--- src/rtl/pma_region_table_if.sv ---
// Bundle of the programming (CSR) side and the lookup (frontend/LSU/PTW) side
// of the PMA region table; the table itself connects through the slave modport.
interface pma_region_table_if #(
    parameter int NrRules       = 8,
    parameter int AddrWidth     = 64,
    parameter int NrLookupPorts = 2
);
    localparam int IdxWidth = (NrRules > 1) ? $clog2(NrRules) : 1;

    logic                                         cfg_we_i;
    logic [IdxWidth-1:0]                          cfg_idx_i;
    logic [AddrWidth-1:0]                         cfg_base_i;
    logic [AddrWidth-1:0]                         cfg_len_i;
    logic [2:0]                                   cfg_attr_i;
    logic                                         cfg_lock_i;
    logic                                         cfg_err_o;
    logic                                         flush_o;
    logic [7:0]                                   cfg_gen_o;

    logic [NrLookupPorts-1:0]                     req_valid_i;
    logic [NrLookupPorts-1:0][AddrWidth-1:0]      req_addr_i;
    logic [NrLookupPorts-1:0]                     resp_valid_o;
    logic [NrLookupPorts-1:0]                     resp_hit_o;
    logic [NrLookupPorts-1:0][IdxWidth-1:0]       resp_idx_o;
    logic [NrLookupPorts-1:0][2:0]                resp_attr_o;

    modport master (
        output cfg_we_i, cfg_idx_i, cfg_base_i, cfg_len_i, cfg_attr_i, cfg_lock_i,
        output req_valid_i, req_addr_i,
        input  cfg_err_o, flush_o, cfg_gen_o,
        input  resp_valid_o, resp_hit_o, resp_idx_o, resp_attr_o
    );

    modport slave (
        input  cfg_we_i, cfg_idx_i, cfg_base_i, cfg_len_i, cfg_attr_i, cfg_lock_i,
        input  req_valid_i, req_addr_i,
        output cfg_err_o, flush_o, cfg_gen_o,
        output resp_valid_o, resp_hit_o, resp_idx_o, resp_attr_o
    );
endinterface

--- src/rtl/pma_region_table.sv ---
// Runtime-programmable physical-memory-attribute table: lockable {X,NI,C}
// regions, lowest-index-wins lookup on several independent ports, one-cycle latency.
module pma_region_table #(
    parameter int         NrRules       = 8,
    parameter int         AddrWidth     = 64,
    parameter int         NrLookupPorts = 2,
    parameter logic [2:0] DefaultAttr   = 3'b010
) (
    input  logic              clk_i,
    input  logic              rst_i,
    pma_region_table_if.slave bus
);
    localparam int IdxWidth = (NrRules > 1) ? $clog2(NrRules) : 1;

    logic [AddrWidth-1:0] base_q [NrRules];
    logic [AddrWidth-1:0] len_q  [NrRules];
    logic [2:0]           attr_q [NrRules];
    logic [NrRules-1:0]   lock_q;

    logic       cfg_err_q;
    logic       flush_q;
    logic [7:0] cfg_gen_q;

    logic idx_in_range;
    logic target_locked;
    logic wr_reject;
    logic wr_accept;

    logic [NrLookupPorts-1:0]                 hit_d;
    logic [NrLookupPorts-1:0][IdxWidth-1:0]   idx_d;
    logic [NrLookupPorts-1:0][2:0]            attr_d;

    logic [NrLookupPorts-1:0]                 resp_valid_q;
    logic [NrLookupPorts-1:0]                 resp_hit_q;
    logic [NrLookupPorts-1:0][IdxWidth-1:0]   resp_idx_q;
    logic [NrLookupPorts-1:0][2:0]            resp_attr_q;

    assign idx_in_range = 32'(bus.cfg_idx_i) < NrRules;

    always_comb begin
        target_locked = 1'b0;
        for (int i = 0; i < NrRules; i++) begin
            if (bus.cfg_idx_i == IdxWidth'(i)) begin
                target_locked = lock_q[i];
            end
        end
    end

    assign wr_reject = bus.cfg_we_i && (!idx_in_range || target_locked);
    assign wr_accept = bus.cfg_we_i && idx_in_range && !target_locked;

    // Lock bits are sticky: only reset clears them, a write can only add one.
    always_ff @(posedge clk_i) begin
        if (rst_i) begin
            for (int i = 0; i < NrRules; i++) begin
                base_q[i] <= '0;
                len_q[i]  <= '0;
                attr_q[i] <= '0;
            end
            lock_q    <= '0;
            cfg_err_q <= 1'b0;
            flush_q   <= 1'b0;
            cfg_gen_q <= '0;
        end else begin
            cfg_err_q <= wr_reject;
            flush_q   <= wr_accept;
            if (wr_accept) begin
                cfg_gen_q <= cfg_gen_q + 8'd1;
                for (int i = 0; i < NrRules; i++) begin
                    if (bus.cfg_idx_i == IdxWidth'(i)) begin
                        base_q[i] <= bus.cfg_base_i;
                        len_q[i]  <= bus.cfg_len_i;
                        attr_q[i] <= bus.cfg_attr_i;
                        lock_q[i] <= lock_q[i] | bus.cfg_lock_i;
                    end
                end
            end
        end
    end

    // Scanning from the top down lets the lowest matching index overwrite the rest.
    // The extra MSB keeps regions that run past the top of memory from wrapping to 0.
    always_comb begin
        hit_d  = '0;
        idx_d  = '0;
        attr_d = {NrLookupPorts{DefaultAttr}};
        for (int p = 0; p < NrLookupPorts; p++) begin
            for (int i = NrRules - 1; i >= 0; i--) begin
                if ((len_q[i] != '0) &&
                    ({1'b0, bus.req_addr_i[p]} >= {1'b0, base_q[i]}) &&
                    (({1'b0, bus.req_addr_i[p]} - {1'b0, base_q[i]}) < {1'b0, len_q[i]})) begin
                    hit_d[p]  = 1'b1;
                    idx_d[p]  = IdxWidth'(i);
                    attr_d[p] = attr_q[i];
                end
            end
        end
    end

    always_ff @(posedge clk_i) begin
        if (rst_i) begin
            resp_valid_q <= '0;
            resp_hit_q   <= '0;
            resp_idx_q   <= '0;
            resp_attr_q  <= {NrLookupPorts{DefaultAttr}};
        end else begin
            resp_valid_q <= bus.req_valid_i;
            for (int p = 0; p < NrLookupPorts; p++) begin
                if (bus.req_valid_i[p]) begin
                    resp_hit_q[p]  <= hit_d[p];
                    resp_idx_q[p]  <= idx_d[p];
                    resp_attr_q[p] <= attr_d[p];
                end
            end
        end
    end

    assign bus.cfg_err_o    = cfg_err_q;
    assign bus.flush_o      = flush_q;
    assign bus.cfg_gen_o    = cfg_gen_q;
    assign bus.resp_valid_o = resp_valid_q;
    assign bus.resp_hit_o   = resp_hit_q;
    assign bus.resp_idx_o   = resp_idx_q;
    assign bus.resp_attr_o  = resp_attr_q;
endmodule
--- src/flat_wrapper.sv ---
// flat-port wrapper written by rule: the top's interface ports become plain ports
module pma_region_table_flat 
#(
    parameter int         NrRules       = 8,
    parameter int         AddrWidth     = 64,
    parameter int         NrLookupPorts = 2,
    parameter logic [2:0] DefaultAttr   = 3'b010
)
  (clk_i, rst_i, bus_cfg_we_i, bus_cfg_idx_i, bus_cfg_base_i, bus_cfg_len_i, bus_cfg_attr_i, bus_cfg_lock_i, bus_req_valid_i, bus_req_addr_i, bus_cfg_err_o, bus_flush_o, bus_cfg_gen_o, bus_resp_valid_o, bus_resp_hit_o, bus_resp_idx_o, bus_resp_attr_o);
  pma_region_table_if #(.NrRules(NrRules), .AddrWidth(AddrWidth), .NrLookupPorts(NrLookupPorts)) bus_i ();
  input  logic clk_i;
  input  logic rst_i;
  input wire logic [$bits(bus_i.cfg_we_i)-1:0] bus_cfg_we_i;
  input wire logic [$bits(bus_i.cfg_idx_i)-1:0] bus_cfg_idx_i;
  input wire logic [$bits(bus_i.cfg_base_i)-1:0] bus_cfg_base_i;
  input wire logic [$bits(bus_i.cfg_len_i)-1:0] bus_cfg_len_i;
  input wire logic [$bits(bus_i.cfg_attr_i)-1:0] bus_cfg_attr_i;
  input wire logic [$bits(bus_i.cfg_lock_i)-1:0] bus_cfg_lock_i;
  input wire logic [$bits(bus_i.req_valid_i)-1:0] bus_req_valid_i;
  input wire logic [$bits(bus_i.req_addr_i)-1:0] bus_req_addr_i;
  output wire logic [$bits(bus_i.cfg_err_o)-1:0] bus_cfg_err_o;
  output wire logic [$bits(bus_i.flush_o)-1:0] bus_flush_o;
  output wire logic [$bits(bus_i.cfg_gen_o)-1:0] bus_cfg_gen_o;
  output wire logic [$bits(bus_i.resp_valid_o)-1:0] bus_resp_valid_o;
  output wire logic [$bits(bus_i.resp_hit_o)-1:0] bus_resp_hit_o;
  output wire logic [$bits(bus_i.resp_idx_o)-1:0] bus_resp_idx_o;
  output wire logic [$bits(bus_i.resp_attr_o)-1:0] bus_resp_attr_o;
  assign bus_i.cfg_we_i = bus_cfg_we_i;
  assign bus_i.cfg_idx_i = bus_cfg_idx_i;
  assign bus_i.cfg_base_i = bus_cfg_base_i;
  assign bus_i.cfg_len_i = bus_cfg_len_i;
  assign bus_i.cfg_attr_i = bus_cfg_attr_i;
  assign bus_i.cfg_lock_i = bus_cfg_lock_i;
  assign bus_i.req_valid_i = bus_req_valid_i;
  assign bus_i.req_addr_i = bus_req_addr_i;
  assign bus_cfg_err_o = bus_i.cfg_err_o;
  assign bus_flush_o = bus_i.flush_o;
  assign bus_cfg_gen_o = bus_i.cfg_gen_o;
  assign bus_resp_valid_o = bus_i.resp_valid_o;
  assign bus_resp_hit_o = bus_i.resp_hit_o;
  assign bus_resp_idx_o = bus_i.resp_idx_o;
  assign bus_resp_attr_o = bus_i.resp_attr_o;
  pma_region_table #(.NrRules(NrRules), .AddrWidth(AddrWidth), .NrLookupPorts(NrLookupPorts), .DefaultAttr(DefaultAttr)) u_core (.clk_i(clk_i), .rst_i(rst_i), .bus(bus_i));
endmodule
--- config.mk ---
export PLATFORM = sky130hd
export DESIGN_NAME = pma_region_table_flat
export DESIGN_NICKNAME = d
export VERILOG_FILES = /design/src/rtl/pma_region_table_if.sv /design/src/rtl/pma_region_table.sv /design/src/flat_wrapper.sv
export SDC_FILE = /design/constraint.sdc
export NUM_CORES = 2
export LEC_CHECK = 0
export CELL_PAD_IN_SITES_DETAIL_PLACEMENT = 1
export CELL_PAD_IN_SITES_GLOBAL_PLACEMENT = 2
export CORE_MARGIN = 2
export CORE_UTILIZATION = 30
export DETAILED_ROUTE_END_ITERATION = 8
export GPL_TIMING_DRIVEN = 1
export MAX_ROUTING_LAYER = met4
export PLACE_DENSITY = 0.62
export SLEW_MARGIN = 15
export SYNTH_ARGS = -nofsm -noshare
export SYNTH_HDL_FRONTEND = slang
export SYNTH_SLANG_ARGS = --single-unit
--- constraint.sdc ---
create_clock -name clk_i -period 9.4 [get_ports clk_i]
set_input_delay 2.35 -clock clk_i [delete_from_list [all_inputs] [get_ports clk_i]]
set_output_delay 2.35 -clock clk_i [all_outputs]
set_load 0.02 [all_outputs]
==> key figures <==
Critical path
  – Worst EP required: between 10 and 15 ns
  – Critical path class: in2reg
  – CP Buf/Inv Count: 7
  – Crit-path max FO: 3
  – Flop2flop setup slack: between 1 and 1.5 ns
  – Top cell by count, worst path: buf_4
  – Slowest cell on crit path: ha_2
  – CP Capture Type: register
  – Worst setup SP type: primary input
  – Arrival time worst endpoint: between 10 and 15 ns
  – CP top delay family: compound AO/OA/AOI/OAI gates
  – Worst path max stage delay: ~0.6 ns

Synth
  – Largest family of logic cells by synthesized area: compound AO/OA/AOI/OAI gates
  – EDFF count, synth: 1048
  – Synth Flop Type: edfxtp_1
  – Async SR Flop Fraction: 0
  – Sequential share of the synthesized area: 0.270
  – Syn_area_per_cell: roughly 8.5 um^2
  – Syn nets: ~16000
  – XOR/XNOR Fraction of Synth Area: 0.0681
  – Post-synthesis mux area share: 0.00132
  – Synth Area in Compound Gates: 0.229
  – Netlist cell types: 106
  – Synth Cell Area: approximately 120000 um^2
  – Syn. warnings: 0
  – Yosys reg bits: 1082
  – Adder-Cell Fraction of Synth Area: 0.217
  – Simple-gate area share of the yosys netlist: 0.158
  – Syn Inst Count: ~14000

STA
  – Clk_skew: 0.0493 ns
  – Final critical-path share of the clock period: 0.998
  – Final min period: ~9.4 ns
  – Worst relative slew slack: 0.100
  – Setup Viol. Count Final: 0
  – Final Max Slew Viols: 0
  – Final hold vios: 0
  – Slew @ Worst Pin: around 1.3 ns
  – Peak Freq: around 0.11 GHz

Floorplan
  – Overall die height: roughly 630 um
  – # rows: between 200 and 250
  – IO Pins: ~290
  – Die W: ~630 um
  – Initial Utilization: 0.301
  – Die ar.: between 400000 and 500000 um^2
  – Core footprint: between 300000 and 400000 um^2

Routing
  – Final ANT Viol Nets: 0
  – Via Count: between 100k and 150k
  – Vias per cell: roughly 5.7
  – DR pass1 iterations: 5
  – DRC violations left: 0
  – WL/cell: 32.8 um
  – Initial DRC count: approximately 11000
  – Routed WL: 702000 um

CTS
  – CTS Root Cell: clkbuf_16
  – CTS Sinks: approximately 1100
  – H-tree lvl count: 4
  – Clock Pin Slew Worst Setup and Hold Paths: roughly 0.060 ns
  – Post-CTS Hold Fix Bufs: 0
  – Max clock buf depth: 4
  – CTS tree: yes
  – Worst-Skew Late Latency: between 0.9 and 1 ns
  – CTS Buf Count: 160

Layout
  – Final core utilization: 0.377
  – Area Overhead vs Synth: 25.3%
  – Highest-count cells in the layout ignoring fill and taps: ha_1 (2032), buf_4 (1796), inv_1 (1474), nor2_1 (1404), a21oi_1 (1268)
  – Non-Filler Instances: about 21000
  – Share of cells above drive strength 1: 0.146
  – Commonest non-fill, non-tap cell in the layout: ha_1
  – Final net count: roughly 18000

Global route
  – Largest net degree at the start of global routing: around 130
  – First-pass GRT wire length: about 950000 um
  – Vias in the first global route: between 100k and 150k
  – Initial antenna violation count: 136
  – GR Util All Layers: 0.349
  – Total gr overflow: 0

Run status
  – Status: completed

Flow run
  – Number of max-cap violations: 0

Power
  – Clock power share: 0.280
  – P_leak: 67.3 nW
  – Pwr/cell area: roughly 150 nW/um^2
  – Internal Pwr Total: 0.0136 W
  – Comb power frac: 0.466
  – Flop pwr share: 0.253
  – IR drop worst, VDD: between 0.1 and 0.15 mV
  – Sw power: ~0.0091 W
  – Switching share of total power: 0.402

Placement
  – Port Buf Inserts: approximately 290
  – Dpl cells: approximately 21000
  – Detailed Place HPWL: 609000 um
  – Final GP Congestion: just over 1

Worst hold path
  – Hold crit path type: reg2reg
## synthesized netlist by cell type (39+ instances only)
cell type | number | share of area
a2111oi_0 | 64 | 0.0047
o21a_1 | 173 | 0.011
o31ai_1 | 39 | 0.0025
nand3_1 | 262 | 0.011
a21oi_1 | 1275 | 0.054
o21bai_1 | 221 | 0.014
a31oi_1 | 141 | 0.0074
nor3_1 | 162 | 0.0068
nand2b_1 | 145 | 0.0076
edfxtp_1 | 1048 | 0.26
clkbuf_1 | 274 | 0.0087
o211ai_1 | 85 | 0.0054
nor2b_1 | 194 | 0.010
inv_1 | 1475 | 0.047
a211oi_1 | 133 | 0.0084
o21ai_1 | 44 | 0.0019
nand2_1 | 749 | 0.024
nor2_1 | 1405 | 0.044
o21ai_0 | 601 | 0.025
xnor2_1 | 623 | 0.046
xor2_1 | 302 | 0.022
and3_1 | 154 | 0.0081
a21o_1 | 922 | 0.058
nand4_1 | 368 | 0.019
ha_1 | 2033 | 0.21
and2_1 | 65 | 0.0034
and4_1 | 52 | 0.0038
nor4_1 | 202 | 0.011
## power by group through the flow
stage / clock network [W] / logic (W) / registers [W]
after detailed placement: 0 / 0.0104 / 0.00586
final: 0.00638 / 0.0106 / 0.00576
after global placement: 0 / 0.0102 / 0.00586
after floorplan: 0 / 0.00572 / 0.00577
after CTS: 0.00650 / 0.0105 / 0.00576
after global routing: 0.00664 / 0.0115 / 0.00578
## tightest hold or removal path: cells and delay by family, from the launching register on
family | cells | cell delay, ns
AND/OR/NAND/NOR | 1 | 0.07
flip-flops | 1 | 0.33
AO/OA/AOI/OAI | 1 | 0.04
## cell type report
| type | count | area, um^2 |
|---|---|---|
| Fill cell | 46100 | 246000 |
| Multi-Input combinational cell | 11100 | 80700 |
| Sequential cell | 1082 | 32200 |
| Timing Repair Buffer | 2196 | 18600 |
| Tap cell | 5242 | 6560 |
| Inverter | 1476 | 5550 |
| Clock buffer | 184 | 4200 |
| Clock inverter | 100 | 1020 |
| Antenna cell | 78 | 195 |
## path summary, 6_finish.rpt
check / from / to / cells past startpoint
worst max-delay path: bus_req_addr_i[89] / u_core.bus.resp_attr_o[3]$_SDFFE_PP0P_ / 33
worst min-delay path: u_core.lock_q[6]$_SDFFE_PP0P_ / u_core.lock_q[6]$_SDFFE_PP0P_ / 2
worst max register to register: u_core.base_q[0][409]$_DFFE_PP_ / u_core.bus.resp_attr_o[3]$_SDFFE_PP0P_ / 32
worst min register to register: u_core.lock_q[6]$_SDFFE_PP0P_ / u_core.lock_q[6]$_SDFFE_PP0P_ / 2
## timing repair
item	CTS	global route
endpoints found under the setup margin	14	14
pin swaps	1	5
setup buffers	0	0
resized for setup	12	46
## per-layer routing
layer  routed length, um  GRT usage
met1              312000      0.456
met4               45200      0.186
met3               39500     0.0318
met2              306000      0.533
met5                   0          -
## cells by family after synthesis
| kind of cell | Yosys count |
|---|---|
| flip-flops | 1082 |
| adder cells (fa/ha/maj) | 2049 |
| buffers and inverters | 1764 |
| AND/OR/NAND/NOR | 3906 |
| multiplexers | 13 |
| XOR/XNOR | 925 |
| AO/OA/AOI/OAI | 4181 |
## through the flow
stage / TNS (ns) / power (W) / setup WS (ns) / cell area [um^2] / hold slack, ns
global route: -0.00360 / 0.0239 / -0.00360 / 149000 / 0.498
floorplan: 0 / 0.0115 / 1.17 / 119000 / 0.432
finish: 0 / 0.0227 / 0.0142 / 149000 / 0.473
CTS: 0 / 0.0227 / 0.0131 / 149000 / 0.476
detailed placement: -19.39 / 0.0163 / -1.50 / 143000 / 0.463
global placement: -27.12 / 0.0160 / -2.46 / 143000 / 0.448
## sequential cells by signal, indices dropped and copies added (netlist names), 6 cells and up
name	count
u_core.lock_q	8
u_core.bus.resp_idx_o	6
u_core.base_q	512
u_core.attr_q	24
u_core.bus.cfg_gen_o	8
u_core.len_q	512
u_core.bus.resp_attr_o	6
Power figures use the tool's default switching activity.
